<file path="src/rtl/fifo_out_ctrl_pkg.sv">
// Shared definitions for the weight FIFO bank controllers (fill side and read side).
// Holds the FSM state type, FIFO read latency and default array geometry.
package weight_fifo_pkg;

    typedef enum logic [1:0] {
        IDLE  = 2'd0,
        RUN   = 2'd1,
        DRAIN = 2'd2
    } state_t;

    // Cycles from a pop to valid data on fifo_rd_data; the fill controller relies on it too.
    localparam int RD_LATENCY = 1;

    localparam int DEF_FIFO_WIDTH = 16;
    localparam int DEF_SYS_ROW    = 16;
    localparam int DEF_DATA_WIDTH = 16;
    localparam int REPEAT_WIDTH   = 16;

    function automatic int beat_width(input int sys_row, input int fifo_width);
        return $clog2(sys_row + fifo_width);
    endfunction

endpackage

</file>
<file path="src/rtl/fifo_out_ctrl_if.sv">
// FIFO-bank read port plus systolic-array weight port of the read-side controller.
interface fifo_out_ctrl_if
    import weight_fifo_pkg::*;
#(
    parameter int FIFO_WIDTH = DEF_FIFO_WIDTH,
    parameter int DATA_WIDTH = DEF_DATA_WIDTH
);

    // fifo_rd_en[c] pops column c; it is only raised when no active column is empty,
    // and the popped word appears on fifo_rd_data one cycle later. w_valid[c] qualifies
    // w_data[c] for one cycle; w_load marks a completely shifted-in tile.
    logic [FIFO_WIDTH-1:0]            fifo_empty;
    logic [FIFO_WIDTH-1:0]            fifo_rd_en;
    logic [FIFO_WIDTH*DATA_WIDTH-1:0] fifo_rd_data;
    logic [FIFO_WIDTH*DATA_WIDTH-1:0] w_data;
    logic [FIFO_WIDTH-1:0]            w_valid;
    logic                             w_load;

    modport master (
        input  fifo_empty,
        input  fifo_rd_data,
        output fifo_rd_en,
        output w_data,
        output w_valid,
        output w_load
    );

    modport slave (
        output fifo_empty,
        output fifo_rd_data,
        input  fifo_rd_en,
        input  w_data,
        input  w_valid,
        input  w_load
    );

endinterface

</file>
<file path="src/rtl/fifo_out_ctrl_skew_mask_gen.sv">
// Maps the current beat to the set of columns inside their diagonal-skew window:
// column c is active for beats c .. c+SYS_ROW-1.
module skew_mask_gen #(
    parameter int FIFO_WIDTH = 16,
    parameter int SYS_ROW    = 16,
    parameter int BEAT_WIDTH = 5
) (
    input  logic [BEAT_WIDTH-1:0] beat,
    output logic [FIFO_WIDTH-1:0] mask
);

    logic [31:0] beat_ext;

    always_comb begin
        mask     = '0;
        beat_ext = 32'(beat);
        for (int c = 0; c < FIFO_WIDTH; c++) begin
            mask[c] = (beat_ext >= 32'(c)) && (beat_ext < 32'(c + SYS_ROW));
        end
    end

endmodule

</file>
<file path="src/rtl/fifo_out_ctrl.sv">
// Read-side controller of the weight FIFO bank: pops skewed columns tile by tile,
// stalls on underflow, registers weights into the array and strobes w_load / done.
module fifo_out_ctrl
    import weight_fifo_pkg::*;
#(
    parameter int FIFO_WIDTH = DEF_FIFO_WIDTH,
    parameter int SYS_ROW    = DEF_SYS_ROW,
    parameter int DATA_WIDTH = DEF_DATA_WIDTH
) (
    input  logic                    clk,
    input  logic                    rst,
    input  logic                    en,
    input  logic [REPEAT_WIDTH-1:0] repeat_cnt,
    fifo_out_ctrl_if.master         bus,
    output logic                    busy,
    output logic                    done,
    output state_t                  dbg_state
);

    localparam int BEAT_WIDTH = beat_width(SYS_ROW, FIFO_WIDTH);
    localparam logic [BEAT_WIDTH-1:0] LAST_BEAT = BEAT_WIDTH'(SYS_ROW + FIFO_WIDTH - 2);

    state_t                    state_q, state_d;
    logic [BEAT_WIDTH-1:0]     beat_q, beat_d;
    logic [REPEAT_WIDTH-1:0]   tile_q, tile_d;
    logic [REPEAT_WIDTH-1:0]   rep_q, rep_d;
    logic                      busy_d, done_d;

    logic [FIFO_WIDTH-1:0]     active;
    logic [FIFO_WIDTH-1:0]     rd_en;
    logic                      stall, pop, last_beat, final_tile, tile_end;

    logic [RD_LATENCY-1:0][FIFO_WIDTH-1:0] pop_pipe;
    logic [RD_LATENCY-1:0]                 end_pipe, fin_pipe;
    logic                                  end_d, fin_d;
    logic [FIFO_WIDTH*DATA_WIDTH-1:0]      w_data_q;
    logic [FIFO_WIDTH-1:0]                 w_valid_q;
    logic                                  w_load_q;

    skew_mask_gen #(
        .FIFO_WIDTH (FIFO_WIDTH),
        .SYS_ROW    (SYS_ROW),
        .BEAT_WIDTH (BEAT_WIDTH)
    ) u_skew_mask_gen (
        .beat (beat_q),
        .mask (active)
    );

    // The pop decision follows the live empty flags so a column is never popped while empty.
    assign stall      = |(active & bus.fifo_empty);
    assign pop        = (state_q == RUN) && !stall;
    assign rd_en      = pop ? active : '0;
    assign last_beat  = (beat_q == LAST_BEAT);
    assign final_tile = (tile_q == rep_q - REPEAT_WIDTH'(1));
    assign tile_end   = pop && last_beat;

    always_comb begin
        state_d = state_q;
        beat_d  = beat_q;
        tile_d  = tile_q;
        rep_d   = rep_q;
        busy_d  = busy;
        done_d  = 1'b0;
        unique case (state_q)
            IDLE: begin
                if (en) begin
                    if (repeat_cnt != '0) begin
                        rep_d   = repeat_cnt;
                        beat_d  = '0;
                        tile_d  = '0;
                        busy_d  = 1'b1;
                        state_d = RUN;
                    end else begin
                        done_d = 1'b1;
                    end
                end
            end
            RUN: begin
                if (pop) begin
                    if (last_beat) begin
                        beat_d = '0;
                        if (final_tile) begin
                            state_d = DRAIN;
                        end else begin
                            tile_d = tile_q + REPEAT_WIDTH'(1);
                        end
                    end else begin
                        beat_d = beat_q + BEAT_WIDTH'(1);
                    end
                end
            end
            DRAIN: begin
                // Wait for the final tile's marker; done lands together with its w_load.
                if (end_d && fin_d) begin
                    busy_d  = 1'b0;
                    done_d  = 1'b1;
                    state_d = IDLE;
                end
            end
            default: begin
                state_d = IDLE;
                busy_d  = 1'b0;
            end
        endcase
    end

    always_ff @(posedge clk) begin
        if (rst) begin
            state_q <= IDLE;
            beat_q  <= '0;
            tile_q  <= '0;
            rep_q   <= '0;
            busy    <= 1'b0;
            done    <= 1'b0;
        end else begin
            state_q <= state_d;
            beat_q  <= beat_d;
            tile_q  <= tile_d;
            rep_q   <= rep_d;
            busy    <= busy_d;
            done    <= done_d;
        end
    end

    // Pops and tile-end markers travel the same delay so w_load trails the last column.
    always_ff @(posedge clk) begin
        if (rst) begin
            pop_pipe  <= '0;
            end_pipe  <= '0;
            fin_pipe  <= '0;
            end_d     <= 1'b0;
            fin_d     <= 1'b0;
            w_data_q  <= '0;
            w_valid_q <= '0;
            w_load_q  <= 1'b0;
        end else begin
            pop_pipe[0] <= rd_en;
            end_pipe[0] <= tile_end;
            fin_pipe[0] <= tile_end && final_tile;
            for (int i = 1; i < RD_LATENCY; i++) begin
                pop_pipe[i] <= pop_pipe[i-1];
                end_pipe[i] <= end_pipe[i-1];
                fin_pipe[i] <= fin_pipe[i-1];
            end
            w_valid_q <= pop_pipe[RD_LATENCY-1];
            end_d     <= end_pipe[RD_LATENCY-1];
            fin_d     <= fin_pipe[RD_LATENCY-1];
            w_load_q  <= end_d;
            for (int c = 0; c < FIFO_WIDTH; c++) begin
                if (pop_pipe[RD_LATENCY-1][c]) begin
                    w_data_q[c*DATA_WIDTH +: DATA_WIDTH] <= bus.fifo_rd_data[c*DATA_WIDTH +: DATA_WIDTH];
                end
            end
        end
    end

    assign bus.fifo_rd_en = rd_en;
    assign bus.w_data     = w_data_q;
    assign bus.w_valid    = w_valid_q;
    assign bus.w_load     = w_load_q;
    assign dbg_state      = state_q;

endmodule
</file>
<file path="src/flat_wrapper.sv">
// flat-port wrapper written by rule: the top's interface ports become plain ports
module fifo_out_ctrl_flat import weight_fifo_pkg::*;
#(
    parameter int FIFO_WIDTH = DEF_FIFO_WIDTH,
    parameter int SYS_ROW    = DEF_SYS_ROW,
    parameter int DATA_WIDTH = DEF_DATA_WIDTH
)
  (clk, rst, en, repeat_cnt, busy, done, dbg_state, bus_fifo_empty, bus_fifo_rd_data, bus_fifo_rd_en, bus_w_data, bus_w_valid, bus_w_load);
  fifo_out_ctrl_if #(.FIFO_WIDTH(FIFO_WIDTH), .DATA_WIDTH(DATA_WIDTH)) bus_i ();
  input  logic clk;
  input  logic rst;
  input  logic en;
  input  logic [REPEAT_WIDTH-1:0] repeat_cnt;
  output logic busy;
  output logic done;
  output state_t dbg_state;
  input wire logic [$bits(bus_i.fifo_empty)-1:0] bus_fifo_empty;
  input wire logic [$bits(bus_i.fifo_rd_data)-1:0] bus_fifo_rd_data;
  output wire logic [$bits(bus_i.fifo_rd_en)-1:0] bus_fifo_rd_en;
  output wire logic [$bits(bus_i.w_data)-1:0] bus_w_data;
  output wire logic [$bits(bus_i.w_valid)-1:0] bus_w_valid;
  output wire logic [$bits(bus_i.w_load)-1:0] bus_w_load;
  assign bus_i.fifo_empty = bus_fifo_empty;
  assign bus_i.fifo_rd_data = bus_fifo_rd_data;
  assign bus_fifo_rd_en = bus_i.fifo_rd_en;
  assign bus_w_data = bus_i.w_data;
  assign bus_w_valid = bus_i.w_valid;
  assign bus_w_load = bus_i.w_load;
  fifo_out_ctrl #(.FIFO_WIDTH(FIFO_WIDTH), .SYS_ROW(SYS_ROW), .DATA_WIDTH(DATA_WIDTH)) u_core (.clk(clk), .rst(rst), .en(en), .repeat_cnt(repeat_cnt), .bus(bus_i), .busy(busy), .done(done), .dbg_state(dbg_state));
endmodule
</file>
<file path="config.mk">
export PLATFORM = sky130hd
export DESIGN_NAME = fifo_out_ctrl_flat
export DESIGN_NICKNAME = d
export VERILOG_FILES = /design/src/rtl/fifo_out_ctrl_pkg.sv /design/src/rtl/fifo_out_ctrl_if.sv /design/src/rtl/fifo_out_ctrl_skew_mask_gen.sv /design/src/rtl/fifo_out_ctrl.sv /design/src/flat_wrapper.sv
export SDC_FILE = /design/constraint.sdc
export NUM_CORES = 1
export LEC_CHECK = 0
export CAP_MARGIN = 0
export CELL_PAD_IN_SITES_DETAIL_PLACEMENT = 0
export CELL_PAD_IN_SITES_GLOBAL_PLACEMENT = 1
export CORE_AREA = 2 2 227 229
export DETAILED_ROUTE_END_ITERATION = 8
export DIE_AREA = 0 0 229 231
export GPL_TIMING_DRIVEN = 0
export PLACE_DENSITY = 0.69
export SLEW_MARGIN = 10
export SYNTH_ARGS = -nofsm -noshare
export SYNTH_HDL_FRONTEND = slang
export SYNTH_SLANG_ARGS = --single-unit
</file>
<file path="constraint.sdc">
create_clock -name clk -period 3.4 [get_ports clk]
set_input_delay 0.68 -clock clk [delete_from_list [all_inputs] [get_ports clk]]
set_output_delay 0.68 -clock clk [all_outputs]
set_load 0.005 [all_outputs]
</file>
# Word level (Yosys, flattened, before mapping)
# Index checks and enable logic that the tools add are counted.
[op_classes]
addsub = 3
mul = 0
div = 0
n_lt_le_gt_ge = 31
eq_ne = 11
shifts = 0
muxes = 27
bitwise_logic = 2
n_reduce_logical = 29
[op_table]
columns = ["op", "count"]
rows = [
  ["2-to-1 mux 16 bit", 6],
  ["less-than comparator 5 bit, second input constant", 16],
  [">= comparator 5 x 4 -> 1 bit, second input constant", 8],
  ["one-hot mux 16 bit (2 select lines)", 1],
  [">= comparator 5 x 3 -> 1 bit, second input constant", 4],
  ["2-to-1 mux 5 bit", 4],
  ["logical AND 1 bit", 19],
  ["adder 16 x 1 -> 16 bit, second input constant", 1],
  ["AND 16 bit", 1],
  ["== test 16 bit", 1],
  ["nonzero test 16 bit", 1],
  ["OR reduction 16 bit", 1],
  ["subtractor 16 x 1 -> 16 bit, second input constant", 1],
  ["2-to-1 mux 2 bit", 6],
  ["AND reduction 6 bit", 2],
  [">= comparator 5 x 2 -> 1 bit, second input constant", 2],
  ["!= test 2 x 1 -> 1 bit, second input constant", 5],
  ["one-hot mux 5 bit (2 select lines)", 1],
  ["AND reduction 4 bit", 2],
  ["2-to-1 mux 1 bit", 6],
  ["one-hot mux 2 bit (3 select lines)", 1],
  ["adder 5 x 1 -> 5 bit, second input constant", 1],
  ["== test 5 bit, second input constant", 1],
  [">= comparator 5 x 1 -> 1 bit, second input constant", 1],
  ["other kinds (10)", 11],
]
[word_totals]
ff_bits = 334
latchBits = 0
mem_bits_rw = 0
romBits = 0
in_bits = 291
output_inout_bits = 293
mem_count = 0

# Longest topological paths before layout
[depth]
depth_word = 8
depth_mapped = 13
mapped_depth_nobuf = 10

# By module
# A second synthesis with hierarchy kept.
[hier_totals]
cells_unflattened = 1269
hier_area_um2 = 12832.3
[modules_own_cells]
columns = ["module", "n_inst", "cells_per_inst", "area_each_um2", "seq_area_each_um2"]
rows = [
  ["fifo_out_ctrl", 1, 1226, 12518.3, 6686.4],
  ["skew_mask_gen", 1, 43, 314.1, 0.0],
]

# Worst setup path before layout
# No wires, ideal clock.
[synth_path]
kind = "register to register"
from = "register u_core.beat_q[4]"
to = "register u_core.tile_q[13]"
setup_time_ns = 0.070
arrival_ns = 3.034
t_required_ns = 3.330
slack_ns = 0.295
path_stages_with_launch = 13
cell_sequence = "dfxtp_1 buf_4 inv_1 ha_1 or2_2 o221ai_1 o2bb2ai_1 nor3_1 a31oi_1 or3_1 buf_2 or4_1 a21oi_1"
[synth_between]
elab_chain_len = 8
[synth_lines]
columns = ["item", "line_no", "text"]
rows = [
  ["from (decl)", "fifo_out_ctrl.sv:24", "logic [BEAT_WIDTH-1:0] beat_q, beat_d;"],
  ["from (signal assigned)", "fifo_out_ctrl.sv:117", "beat_q <= beat_d;"],
  [">= comparator 5 x 1 -> 1 bit (tied with other cells)", "fifo_out_ctrl_skew_mask_gen.sv:18", "mask[c] = (beat_ext >= 32'(c)) && (beat_ext < 32'(c + SYS_ROW));"],
  ["logical AND 1 bit", "fifo_out_ctrl_skew_mask_gen.sv:18", ""],
  ["AND 16 bit", "fifo_out_ctrl.sv:50", "assign stall = |(active & bus.fifo_empty);"],
  ["OR reduction 16 bit", "fifo_out_ctrl.sv:50", ""],
  ["zero test 1 bit", "fifo_out_ctrl.sv:51", "assign pop = (state_q == RUN) && !stall;"],
  ["logical AND 1 bit", "fifo_out_ctrl.sv:51", ""],
  ["!= test 2 x 1 -> 1 bit (no line)", "--", ""],
  ["AND reduction 6 bit (no line) *", "--", ""],
  ["to (signal assigned)", "fifo_out_ctrl.sv:118", "tile_q <= tile_d;"],
  ["to (decl)", "fifo_out_ctrl.sv:25", "logic [REPEAT_WIDTH-1:0] tile_q, tile_d;"],
]
# Every way passes the cells marked *; elsewhere a longest branch is shown, timed or not.
# A chain may end at the register's enable or synchronous reset.

# Worst setup path in the final report
[layout_path]
from = "register u_core.beat_q[4]"
to = "output port bus_fifo_rd_en[15]"
[layout_between]
elab_chain_len = 7
[layout_lines]
columns = ["item", "line_no", "text"]
rows = [
  [">= comparator 5 x 1 -> 1 bit (tied with other cells)", "fifo_out_ctrl_skew_mask_gen.sv:18", ""],
  ["logical AND 1 bit", "fifo_out_ctrl_skew_mask_gen.sv:18", ""],
  ["AND 16 bit", "fifo_out_ctrl.sv:50", ""],
  ["OR reduction 16 bit", "fifo_out_ctrl.sv:50", ""],
  ["zero test 1 bit", "fifo_out_ctrl.sv:51", ""],
  ["logical AND 1 bit", "fifo_out_ctrl.sv:51", ""],
  ["2-to-1 mux 16 bit *", "fifo_out_ctrl.sv:52", "assign rd_en = pop ? active : '0;"],
  ["to (decl)", "flat_wrapper.sv:19", "output wire logic [$bits(bus_i.fifo_rd_en)-1:0] bus_fifo_rd_en;"],
]
# Marked as above.

==> flow_summary.toml <==
[layout]
fin_nets = 2269
postLayoutCoreUtil_pct = 42.56
syn2layout_area_growth_pct = 66.58
drive_above_1_share_pct = 9.109
postLayoutCellArea_um2 = 21570

[clock_tree]
clock-root-buffer = "clkbuf_16"
cts_hold_buf = 0
htreeDepth = 2
cts_tree = "yes"
insertion_delay_ps = 570
cts_buffers = 41
clk_path_buf_depth = 3
clk_pin_slew_ps = 60
clock-sinks = 334

[die]
initial_core_util_pct = 25.55
die-width_um = 229
die_h_um = 231
die_area_um2 = 52900
ioPinCount = 584
rows = 83
core-area_um2 = 50680

[worst_setup_path]
end_kind = "primary output"
critical_path_class = "flop to primary output"
crit_path_start_kind = "flop"
crit_fanout = 7
required_ps = 2720
critPathArrivalTime_ps = 2980

[power_and_ir_drop]
power.density_nw_per_um2 = 417.7
p_total_uw = 9010
p_leak_uw = 0.007454
ir_drop_mv = 0.3180

[drt]
num_vias = 11926
wirelength_um = 52780
drc = 0
viasPerCell = 4.447
first_iter_violations = 534
ant_nets = 0
drt_first_pass_iters = 4
wl_per_cell_um = 19.68

[timing]
max_freq_mhz = 273.3
slew_violations = 0
fin_skew_ps = 22.92
setup_viol = 16
slew_headroom_pct = 14.62
period_share_pct = 107.6
max_slew.worst_pin.slew_ps = 1281
setup_ws_ps = -259.5
finalCriticalPeriod_ps = 3660
finalHoldViolations = 0
rsz0062_at_grt = "true"
whs_ps = 439.9

[flow_run]
maxCapViolCount = 0

[yosys]
async_reset_ff_share_pct = 0
avgSynthCellArea_um2 = 9.832
seq_area_frac_synth_pct = 51.64
ys_seq_elements = 334
synth_area_um2 = 12950
synthDistinctLibCells = 65
synth-main-ff-cell = "dfxtp_1"
yosys_warnings = 0
synthesis.instances = 1317
synth_fp_nets = 1617
synth_edf_count = 0

[global_routing]
antenna_found_initial = 8
grt_first_pass_wirelength_um = 77250
gr-usage-all-layers_pct = 19.32
first_global_vias = 12320
grt_overflow = 0
grt_max_degree = 13

[status]
status = "finished with violations"
violations = "negative setup slack"

[hold_path]
hold_path.class = "flop to flop"

[place]
globalplace.congestion = 0.8461
dp_slack_ps = -1562
portBuffers = 582
placed_cell_area_um2 = 19630
dp.final_hpwl_um = 41290
layout by cell type, fill, tap and decap left out, types with 15 or more instances in the layout:
| master | count |
|---|---|
| o21ai_0 | 15 |
| clkbuf_1 | 77 |
| mux2i_1 | 274 |
| clkbuf_16 | 42 |
| buf_4 | 22 |
| clkdlybuf4s50_1 | 566 |
| buf_6 | 24 |
| nand2_1 | 28 |
| a21oi_1 | 24 |
| dfxtp_1 | 330 |
| inv_1 | 18 |
| nor2_1 | 311 |
| nor2b_1 | 20 |
worst max-delay path, stage by stage, from the launching register on:
cell and delay [ps]:
dfxtp_4 360, buf_12 100, clkinvlp_4 130, ha_4 220, buf_6 130, o21bai_4 140
a222oi_1 130, a32o_2 280, nor3_4 280, nand3_4 180, buf_6 180, nor2_4 140
buf_2 140
Yosys cell counts (5+ instances only):
master / count / area share, %
a31oi_1: 7 / 0.34
ha_1: 9 / 0.87
nor3b_1: 5 / 0.29
nor3_1: 7 / 0.27
and3_1: 7 / 0.34
xor2_1: 9 / 0.61
xnor2_1: 11 / 0.74
clkbuf_1: 75 / 2.2
nor2b_1: 20 / 0.97
nand4_1: 11 / 0.53
nor2_1: 325 / 9.4
inv_1: 19 / 0.55
nand3_1: 13 / 0.50
nor4_1: 12 / 0.58
nand2_1: 28 / 0.81
or3_1: 12 / 0.58
buf_2: 7 / 0.27
o21ai_0: 16 / 0.62
a21oi_1: 24 / 0.93
o31ai_1: 11 / 0.64
nand2b_1: 5 / 0.24
dfxtp_1: 334 / 52
or4_1: 9 / 0.52
mux2i_1: 274 / 21
through the flow:
step	cells	TNS (ps)
floorplan	1317	0
global placement	2579	-47280
detailed placement	2579	-47020
CTS	2667	-5036
global route	2680	-5489
finish	2682	-3406
area by class of cell:
cell class,count,area (µm²)
sequential,334,6699
clock buffer,58,1190
inverter,19,75.07
tap,680,850.8
multi-input combinational,876,6125
timing repair buffer,609,6055
clock inverter,14,136.4
antenna,4,10.01
fill,5018,29110
buffer,88,429.2
kinds of logic after synthesis:
family,Yosys count,synth area share (%)
adders and majority gates,9,0.8697
xor gates and xnor gates,20,1.353
and+or+nand+nor,480,16.71
muxes,274,21.18
buffers and inverters,107,3.430
DFF,334,51.64
AOI/OAI and AO/OA,93,4.822
power breakdown:
part           internal (µW)  switching, µW  leakage (µW)  total, µW
registers               3940           27.3       0.00270       3960
clock network           2530           1780      0.000648       4310
logic                    435            301       0.00411        736
total                   6900           2110       0.00745       9010
worst paths after layout:
kind / from / to / slack [ps] / cells past startpoint
hold / removal: u_core.fin_pipe$_SDFF_PP0_ / u_core.fin_d$_SDFF_PP0_ / 440 / 1
setup / recovery: u_core.beat_q[4]$_SDFFE_PP0P_ / bus_fifo_rd_en[15] / -260 / 12
hold reg to reg: u_core.fin_pipe$_SDFF_PP0_ / u_core.fin_d$_SDFF_PP0_ / 440 / 1
setup reg to reg: u_core.beat_q[4]$_SDFFE_PP0P_ / u_core.tile_q[13]$_SDFFE_PP0P_ / 50 / 16
layer usage:
| layer | vias up | GRT usage, % | share of wire (%) |
|---|---|---|---|
| li1 | 5807 | - | - |
| met1 | 5636 | 22.49 | 40 |
| met2 | 380 | 32.55 | 49 |
| met3 | 97 | 6.324 | 7.3 |
| met4 | 6 | 8.198 | 3.3 |
| met5 | - | 0 | 0.083 |
registers in the layout (all words and copies together) (netlist names):
signal / cells
u_core.fin_d: 1
u_core.rep_q: 16
u_core.dbg_state: 2
u_core.end_d: 1
u_core.bus.w_data: 256
u_core.bus.w_load: 1
u_core.bus.w_valid: 16
u_core.done: 1
u_core.beat_q: 5
u_core.fin_pipe: 1
u_core.end_pipe: 1
u_core.tile_q: 16
u_core.busy: 1
u_core.pop_pipe: 16
repair_timing:
item	CTS	global route
pin swaps	10	15
cloned	1	0
gates resized for setup	132	51
setup buffers	15	11
endpoints found under the setup margin	53	57
(Power assumes the default switching activity.)
